## src/rtl/pipe_stall_ctrl_pkg.sv

```systemverilog
// Shared pipeline-control definitions for the stall/flush scheduler:
// FSM state encodings, the default data-memory timeout and the bundle of
// per-stage hold/bubble/flush controls.
package pipe_stall_ctrl_pkg;

   localparam logic [1:0] ST_IDLE = 2'd0;
   localparam logic [1:0] ST_WAIT = 2'd1;
   localparam logic [1:0] ST_ERR  = 2'd2;

   localparam int MEM_TIMEOUT_DEF = 64;

   typedef struct packed {
      logic pc_stall;
      logic if_id_stall;
      logic if_id_flush;
      logic id_ex_bubble;
      logic ex_mem_stall;
      logic mem_wb_bubble;
   } stall_ctrl_t;

endpackage

```

## src/rtl/pipe_stall_ctrl_timeout.sv

```systemverilog
// mem_timeout_cnt: wait-cycle counter for an outstanding data-memory access.
// Ports:
//   clk    clock
//   rst_n  synchronous active-low reset (count -> 0)
//   clr    synchronous clear, wins over en
//   en     count one more wait cycle
//   tc     count currently equals TERMINAL
module mem_timeout_cnt #(
   parameter int TO_W     = 7,
   parameter int TERMINAL = 63
) (
   input  logic clk,
   input  logic rst_n,
   input  logic clr,
   input  logic en,
   output logic tc
);

   localparam logic [TO_W-1:0] LAST = TO_W'(TERMINAL);

   logic [TO_W-1:0] cnt;

   always_ff @(posedge clk) begin
      if (!rst_n || clr) cnt <= '0;
      else if (en)       cnt <= cnt + TO_W'(1);
   end

   assign tc = (cnt == LAST);

endmodule

```

## src/rtl/pipe_stall_ctrl.sv

```systemverilog
// pipe_stall_ctrl: central stall/flush scheduler for the 5-stage pipeline.
// Merges the load-use stall, the ID branch flush and multi-cycle data-memory
// accesses into per-stage hold/bubble/flush controls, and runs the memory
// request/ack handshake with a timeout into a sticky error state.
// Ports:
//   clk_i, rst_i (sync, active-low)
//   hd_stall_i, branch_taken_i            hazard / branch requests
//   mem_rd_i, mem_wr_i, mem_ack_i         MEM-stage access and memory ack
//   mem_req_o, mem_we_o, mem_err_o        registered memory outputs
//   pc_stall_o, if_id_stall_o, if_id_flush_o, id_ex_bubble_o,
//   ex_mem_stall_o, mem_wb_bubble_o       combinational stage controls
//   stall_cnt_o                           PC-stall cycle counter
// Build option: define PIPE_STALL_CNT_EN to add the saturating stall_cnt_o.
module pipe_stall_ctrl
   import pipe_stall_ctrl_pkg::*;
#(
   parameter int MEM_TIMEOUT = MEM_TIMEOUT_DEF,
   parameter int TO_W        = 7
`ifdef PIPE_STALL_CNT_EN
   , parameter int CNT_W     = 32
`endif
) (
   input  logic clk_i,
   input  logic rst_i,
   input  logic hd_stall_i,
   input  logic branch_taken_i,
   input  logic mem_rd_i,
   input  logic mem_wr_i,
   input  logic mem_ack_i,
   output logic mem_req_o,
   output logic mem_we_o,
   output logic pc_stall_o,
   output logic if_id_stall_o,
   output logic if_id_flush_o,
   output logic id_ex_bubble_o,
   output logic ex_mem_stall_o,
   output logic mem_wb_bubble_o,
   output logic mem_err_o
`ifdef PIPE_STALL_CNT_EN
   , output logic [CNT_W-1:0] stall_cnt_o
`endif
);

   logic [1:0]  state, state_nxt;
   logic        in_idle, in_wait, in_err;
   logic        mem_acc, mem_stall, to_tc;
   stall_ctrl_t ctrl;

   assign in_idle = (state == ST_IDLE);
   assign in_wait = (state == ST_WAIT);
   assign in_err  = (state == ST_ERR);
   assign mem_acc = mem_rd_i | mem_wr_i;

   // An ack in WAIT releases the pipe in the same cycle so MEM/WB captures
   // the returned data; ERR freezes everything until reset.
   assign mem_stall = (in_idle & mem_acc) | (in_wait & ~mem_ack_i) | in_err;

   always_comb begin
      state_nxt = state;
      case (state)
         ST_IDLE: if (mem_acc) state_nxt = ST_WAIT;
         ST_WAIT: begin
            if (mem_ack_i)  state_nxt = ST_IDLE;  // ack beats timeout
            else if (to_tc) state_nxt = ST_ERR;
         end
         ST_ERR:  state_nxt = ST_ERR;
         default: state_nxt = ST_IDLE;
      endcase
   end

   // Memory stall freezes ID rather than bubbling it, so a pending hazard or
   // branch simply re-presents once the access completes.
   always_comb begin
      ctrl = '0;
      if (rst_i) begin
         if (mem_stall) begin
            ctrl.pc_stall      = 1'b1;
            ctrl.if_id_stall   = 1'b1;
            ctrl.ex_mem_stall  = 1'b1;
            ctrl.mem_wb_bubble = 1'b1;
         end else if (hd_stall_i) begin
            ctrl.pc_stall      = 1'b1;
            ctrl.if_id_stall   = 1'b1;
            ctrl.id_ex_bubble  = 1'b1;
         end else if (branch_taken_i) begin
            ctrl.if_id_flush   = 1'b1;
         end
      end
   end

   assign pc_stall_o      = ctrl.pc_stall;
   assign if_id_stall_o   = ctrl.if_id_stall;
   assign if_id_flush_o   = ctrl.if_id_flush;
   assign id_ex_bubble_o  = ctrl.id_ex_bubble;
   assign ex_mem_stall_o  = ctrl.ex_mem_stall;
   assign mem_wb_bubble_o = ctrl.mem_wb_bubble;

   always_ff @(posedge clk_i) begin
      if (!rst_i) begin
         state     <= ST_IDLE;
         mem_req_o <= 1'b0;
         mem_we_o  <= 1'b0;
         mem_err_o <= 1'b0;
      end else begin
         state     <= state_nxt;
         mem_req_o <= (state_nxt == ST_WAIT);
         // Direction is latched on entry; a store wins if both rd and wr set.
         mem_we_o  <= (state_nxt == ST_WAIT) & (in_idle ? mem_wr_i : mem_we_o);
         mem_err_o <= mem_err_o | (state_nxt == ST_ERR);
      end
   end

   mem_timeout_cnt #(
      .TO_W     (TO_W),
      .TERMINAL (MEM_TIMEOUT - 1)
   ) u_to_cnt (
      .clk   (clk_i),
      .rst_n (rst_i),
      .clr   (~in_wait | mem_ack_i),
      .en    (in_wait & ~mem_ack_i),
      .tc    (to_tc)
   );

`ifdef PIPE_STALL_CNT_EN
   always_ff @(posedge clk_i) begin
      if (!rst_i)
         stall_cnt_o <= '0;
      else if (pc_stall_o && (stall_cnt_o != '1))
         stall_cnt_o <= stall_cnt_o + CNT_W'(1);
   end
`endif

endmodule
```

## config.mk

```make
export PLATFORM = sky130hd
export DESIGN_NAME = pipe_stall_ctrl
export DESIGN_NICKNAME = d
export VERILOG_FILES = /design/src/rtl/pipe_stall_ctrl_pkg.sv /design/src/rtl/pipe_stall_ctrl_timeout.sv /design/src/rtl/pipe_stall_ctrl.sv
export SDC_FILE = /design/constraint.sdc
export NUM_CORES = 1
export LEC_CHECK = 0
export BUFFER_PORTS_ARGS = -buffer_cell sky130_fd_sc_hd__buf_2
export CORE_AREA = 5 5 42 44
export DETAILED_ROUTE_END_ITERATION = 10
export DIE_AREA = 0 0 47 49
export PLACE_DENSITY = 0.67
export SYNTH_ARGS = -nofsm -noshare
export SYNTH_HDL_FRONTEND = slang
export SYNTH_SLANG_ARGS = --single-unit
export TNS_END_PERCENT = 20
```

## constraint.sdc

```tcl
create_clock -name clk_i -period 1.1 [get_ports clk_i]
set_input_delay 0.055 -clock clk_i [delete_from_list [all_inputs] [get_ports clk_i]]
set_output_delay 0.055 -clock clk_i [all_outputs]
set_load 0.01 [all_outputs]
```

==> Word-level counts from Yosys, hierarchy flattened <==
Index checks and enable logic that the tools add are counted.
{ "classes": {"n_addsub": 1, "eq_ne": 5, "mux": 13, "n_bitwise": 10, "n_reduce_logical": 3} }
{ "ops": {"columns": ["cell", "n"], "rows": [
  ["2-bit 2-to-1 mux", 7],
  ["7-bit by 1-bit adder with 7-bit output, second input constant", 1],
  ["7-bit by 6-bit equality test with 1-bit output, second input constant", 1],
  ["6-bit 2-to-1 mux", 1],
  ["2-bit one-hot mux with 3 select lines", 1],
  ["1-bit OR", 5],
  ["2-bit by 1-bit equality test with 1-bit output, second input constant", 2],
  ["2-bit equality test, second input constant", 2],
  ["1-bit 2-to-1 mux", 4],
  ["1-bit AND", 3],
  ["2-bit logical NOT", 1],
  ["1-bit inverter", 2],
  ["1-bit logical NOT", 1],
  ["1-bit logical OR", 1]
]} }
{ "word_totals": {"regBits": 12, "in_bits": 7, "out_inout_bits": 9, "wordCells": 37} }

==> Depth between registers and ports, before layout <==
{ "logic_depth": {"ltp_word": 6, "depth_mapped": 4, "depth_no_buf": 4} }

==> By module <==
Synthesis repeated with hierarchy kept, for this count alone.
{ "hier_totals": {"cells_unflattened": 64, "hier_area_um2": 595.6} }
{ "modules_own_cells": {"columns": ["module", "instances", "cells_per_inst", "area_each_um2", "seq_area_each_um2"], "rows": [
  ["mem_timeout_cnt", 1, 33, 306.5, 140.1],
  ["pipe_stall_ctrl", 1, 31, 289.0, 100.1]
]} }

==> Worst setup path before layout <==
Ideal clock, no wire load.
{ "synth_path": {"path_kind": "register to output", "startpoint": "register state[0]", "endpoint": "output port mem_wb_bubble_o", "t_arrival_ns": 1.207, "t_required_ns": 1.045, "path_slack_ns": -0.162, "stages_incl_launch_ff": 5, "n_path_buf": 1, "cell_sequence": "dfxtp_1 -> or3b_1 -> o21ai_0 -> and2_1 -> buf_4"} }
{ "synth_via": {"elab_chain_cells": 6, "word_cells_on_any_way": 9, "cone_classes": "eq/ne: 2; mux: 2; bitwise: 4; reduce/logical: 1"} }
{ "synth_rtl": {"columns": ["element", "line", "source"], "rows": [
  ["start, declared", "pipe_stall_ctrl.sv:44", "logic [1:0] state, state_nxt;"],
  ["start signal, assigned", "pipe_stall_ctrl.sv:105", "state <= state_nxt;"],
  ["2-bit by 1-bit equality test with 1-bit output or 2-bit logical NOT (tied branches)", "pipe_stall_ctrl.sv:50, pipe_stall_ctrl.sv:49", null],
  ["1-bit AND", "pipe_stall_ctrl.sv:56", "assign mem_stall = (in_idle & mem_acc) | (in_wait & ~mem_ack_i) | in_err;"],
  ["1-bit OR", "pipe_stall_ctrl.sv:56", null],
  ["1-bit OR *", "pipe_stall_ctrl.sv:56", null],
  ["2-bit 2-to-1 mux *", "pipe_stall_ctrl.sv:76", "if (mem_stall) begin"],
  ["6-bit 2-to-1 mux *", "pipe_stall_ctrl.sv:75", "if (rst_i) begin"],
  ["end, declared", "pipe_stall_ctrl.sv:37", "output logic mem_wb_bubble_o,"]
]} }
Mark *: on every way between the ends. The rest lies on a longest branch, timed or not.

==> Worst setup path after layout <==
{ "layout_path": {"startpoint": "register state[1]", "endpoint": "output port if_id_flush_o"} }
{ "layout_via": {"elab_chain_cells": 6, "word_cells_on_any_way": 9, "cone_classes": "eq/ne: 2; mux: 2; bitwise: 4; reduce/logical: 1"} }
{ "layout_rtl": {"columns": ["element", "line", "source"], "rows": [
  ["2-bit by 1-bit equality test with 1-bit output or 2-bit logical NOT (tied branches)", "pipe_stall_ctrl.sv:50, pipe_stall_ctrl.sv:49", null],
  ["1-bit AND", "pipe_stall_ctrl.sv:56", null],
  ["1-bit OR", "pipe_stall_ctrl.sv:56", null],
  ["1-bit OR *", "pipe_stall_ctrl.sv:56", null],
  ["2-bit 2-to-1 mux *", "pipe_stall_ctrl.sv:76", null],
  ["6-bit 2-to-1 mux *", "pipe_stall_ctrl.sv:75", null],
  ["end, declared", "pipe_stall_ctrl.sv:34", "output logic if_id_flush_o,"]
]} }
Marked as above.

==> reports/qor.yml <==
synth.distinct_cells: 27
synth_area_um2: 517
insertion_delay_ns: 0.27
max-cap-violations: 0
syn_avg_cell_area_um2: 9.40
clk_pin_slew_worst_paths_ns: 0.07
syn2layout_area_growth_pct: 44.3
synth_warnings: 0
slowest_delay_ns: 0.39
clockBufferDepth: 2
hp-class: "input port to register"
initial_core_util: 0.369
crit_path_end_kind: "output pin"
crit_fanout: 4
drt_iter0_drc: 3
drive_above_1_share: 0.513
worst_pin_slew_ns: 0.314
timing.fmax_ghz: 0.672
fin_area_um2: 746
cts-root-buf: "clkbuf_4"
cp.required_ns: 1.04
slew_viol_final: 0
viasPerCell: 4.97
dp_cells: 89
vias: 467
fin_cells: 94
worstSetupPathType: "register to output pin"
use_met2: 0.145
status: "finished with violations"
die_area_um2: 2300
core_area_um2: 1400
synth-seq-area-share: 0.465
antenna_cells: 0
maxSlewHeadroom: 0.789
grt_util_met1: 0.124
dpl_cell_area_um2: 648
grtUsageTotal: 0.102
hold_slack_ns: 0.0766
die_height_um: 49
syn_inst: 55
path_cells: "or3b_4 -> o21ai_4 -> and4bb_2 -> buf_6"
violations: "negative setup slack"
wl_per_cell_um: 11.3
peakVddDrop_v: 0.000682
fin_skew_ns: 0.00515
synth.net_count: 63
hold_viol_final: 0
place_hpwl_um: 802
cp-start-kind: "register"
grt_pass1_vias: 427
cts_tree: "done"
drc: 0
rsz0062_at_grt: "true"
setup_violations: 8
setup_slack_ns: -0.389
synth-seq-cells: 12
htreeDepth: 1
grt_overflow_total: 0
clock-sinks: 12
grt_use_met3: 0.0480
ios: 16
fin_crit_ns: 1.49
io_buffers: 15
crit_slowest_cell: "or3b_4"
fillers: 137
grt_pass1_wl_um: 1710
antenna_found_initial: 0
nNetsFinal: 88
grt_max_degree: 9
finish.utilization: 0.532
wl_um: 1060
final_common_cell: "buf_2"
cts_buffers: 3
power_density_nw_per_um2: 1150
critPathArrivalTime_ns: 1.43
fin_crit_sh: 1.35
place_ws_ns: -0.151
final_antenna_net_count: 0
grt.busiest_layer: "met2"
p_leak_uw: 0.000312
firstDrtPassIters: 4
rows: 14
dieWidth_um: 47
mostFrequentLayoutCells: "buf_2 (12), buf_4 (8), dfxtp_1 (7)"
gp_congestion: 0.703
[state kept, by name, summed over array words and instances, names as in the netlist]
signal and cells:
mem_err_o 1, mem_req_o 1, mem_we_o 1, state 2, u_to_cnt.cnt 7
[worst paths after layout]
kind	startpoint	end	slack, ns	cells past startpoint
max	state[1]	if_id_flush_o	-0.39	4
min	rst_i	mem_err_o	0.08	2
max reg2reg	state[1]	state[1]	-0.23	4
min reg2reg	mem_err_o	mem_err_o	0.47	1
[synthesized netlist by cell type]
master | count | area [um^2]
a21oi_1 | 3 | 15.0
and2_1 | 2 | 12.5
and3b_1 | 1 | 8.76
and4bb_2 | 1 | 12.5
buf_4 | 2 | 15.0
clkbuf_1 | 1 | 3.75
dfxtp_1 | 12 | 240
ha_1 | 1 | 12.5
inv_1 | 1 | 3.75
mux2i_1 | 1 | 10.0
nand2_1 | 4 | 15.0
nand2b_1 | 1 | 6.26
nand3_1 | 2 | 10.0
nand3b_1 | 1 | 7.51
nand4bb_1 | 1 | 11.3
nor2_1 | 6 | 22.5
nor3_1 | 1 | 5.00
o211ai_1 | 1 | 7.51
o21a_1 | 2 | 15.0
o21ai_0 | 3 | 15.0
o21bai_1 | 1 | 7.51
o31ai_2 | 1 | 12.5
or2_2 | 1 | 6.26
or3_1 | 1 | 6.26
or3b_1 | 1 | 8.76
xnor2_1 | 1 | 8.76
xor2_1 | 2 | 17.5
[power by group]
part / internal [uW] / leakage [uW] / total, uW / switching [uW]
Clock: 126 / 0.0000138 / 256 / 130
Combinational: 80.8 / 0.000198 / 149 / 68.4
Sequential: 449 / 0.0000997 / 455 / 6.22
Total: 656 / 0.000312 / 861 / 204
[logic make-up (layout without fill, tap and decap cells)]
family,count (synthesis),count (layout),share of synthesized area
AND/OR/NAND/NOR,23,23,0.257
adder cells (fa/ha/maj),1,1,0.0242
multiplexers,1,1,0.0194
AO/OA/AOI/OAI,11,11,0.140
XOR/XNOR,3,3,0.0509
buffers and inverters,4,27,0.0436
flip-flops,12,12,0.465
[what timing repair did]
action | in CTS | in global routing
hold buffers | 0 | 0
buffers inserted | 1 | 1
pin swaps | 3 | 3
resized for setup | 5 | 8
setup endpoints to repair | 13 | 15
[final cells by class]
class,count,area [um^2],area share
tap,16,20.0,0.0268
multi-input combinational,39,299,0.401
timing repair buffer,23,154,0.206
clock buffer,3,22.5,0.0302
sequential,12,246,0.331
inverter,1,3.75,0.00503
[critical path, delay by kind of cell, from the launching register on]
kind	cells	cell delay, ns
flip-flops	1	0.33
AO/OA/AOI/OAI	1	0.08
AND/OR/NAND/NOR	2	0.64
buffers and inverters	1	0.12
[layer usage]
| layer | wire length [um] | up-vias |
|---|---|---|
| li1 | - | 234 |
| met4 | 16 | 0 |
| met3 | 104 | 3 |
| met2 | 505 | 15 |
| met5 | 0 | - |
| met1 | 435 | 215 |
[metrics by stage]
step           power, uW  TNS [ns]
5_1_grt              925     -2.91
3_3_place_gp         587    -0.611
6_report             861     -2.32
3_5_place_dp         590    -0.789
4_1_cts              859     -2.40
2_1_floorplan        545    -0.351
Power figures use the tool's default switching activity.
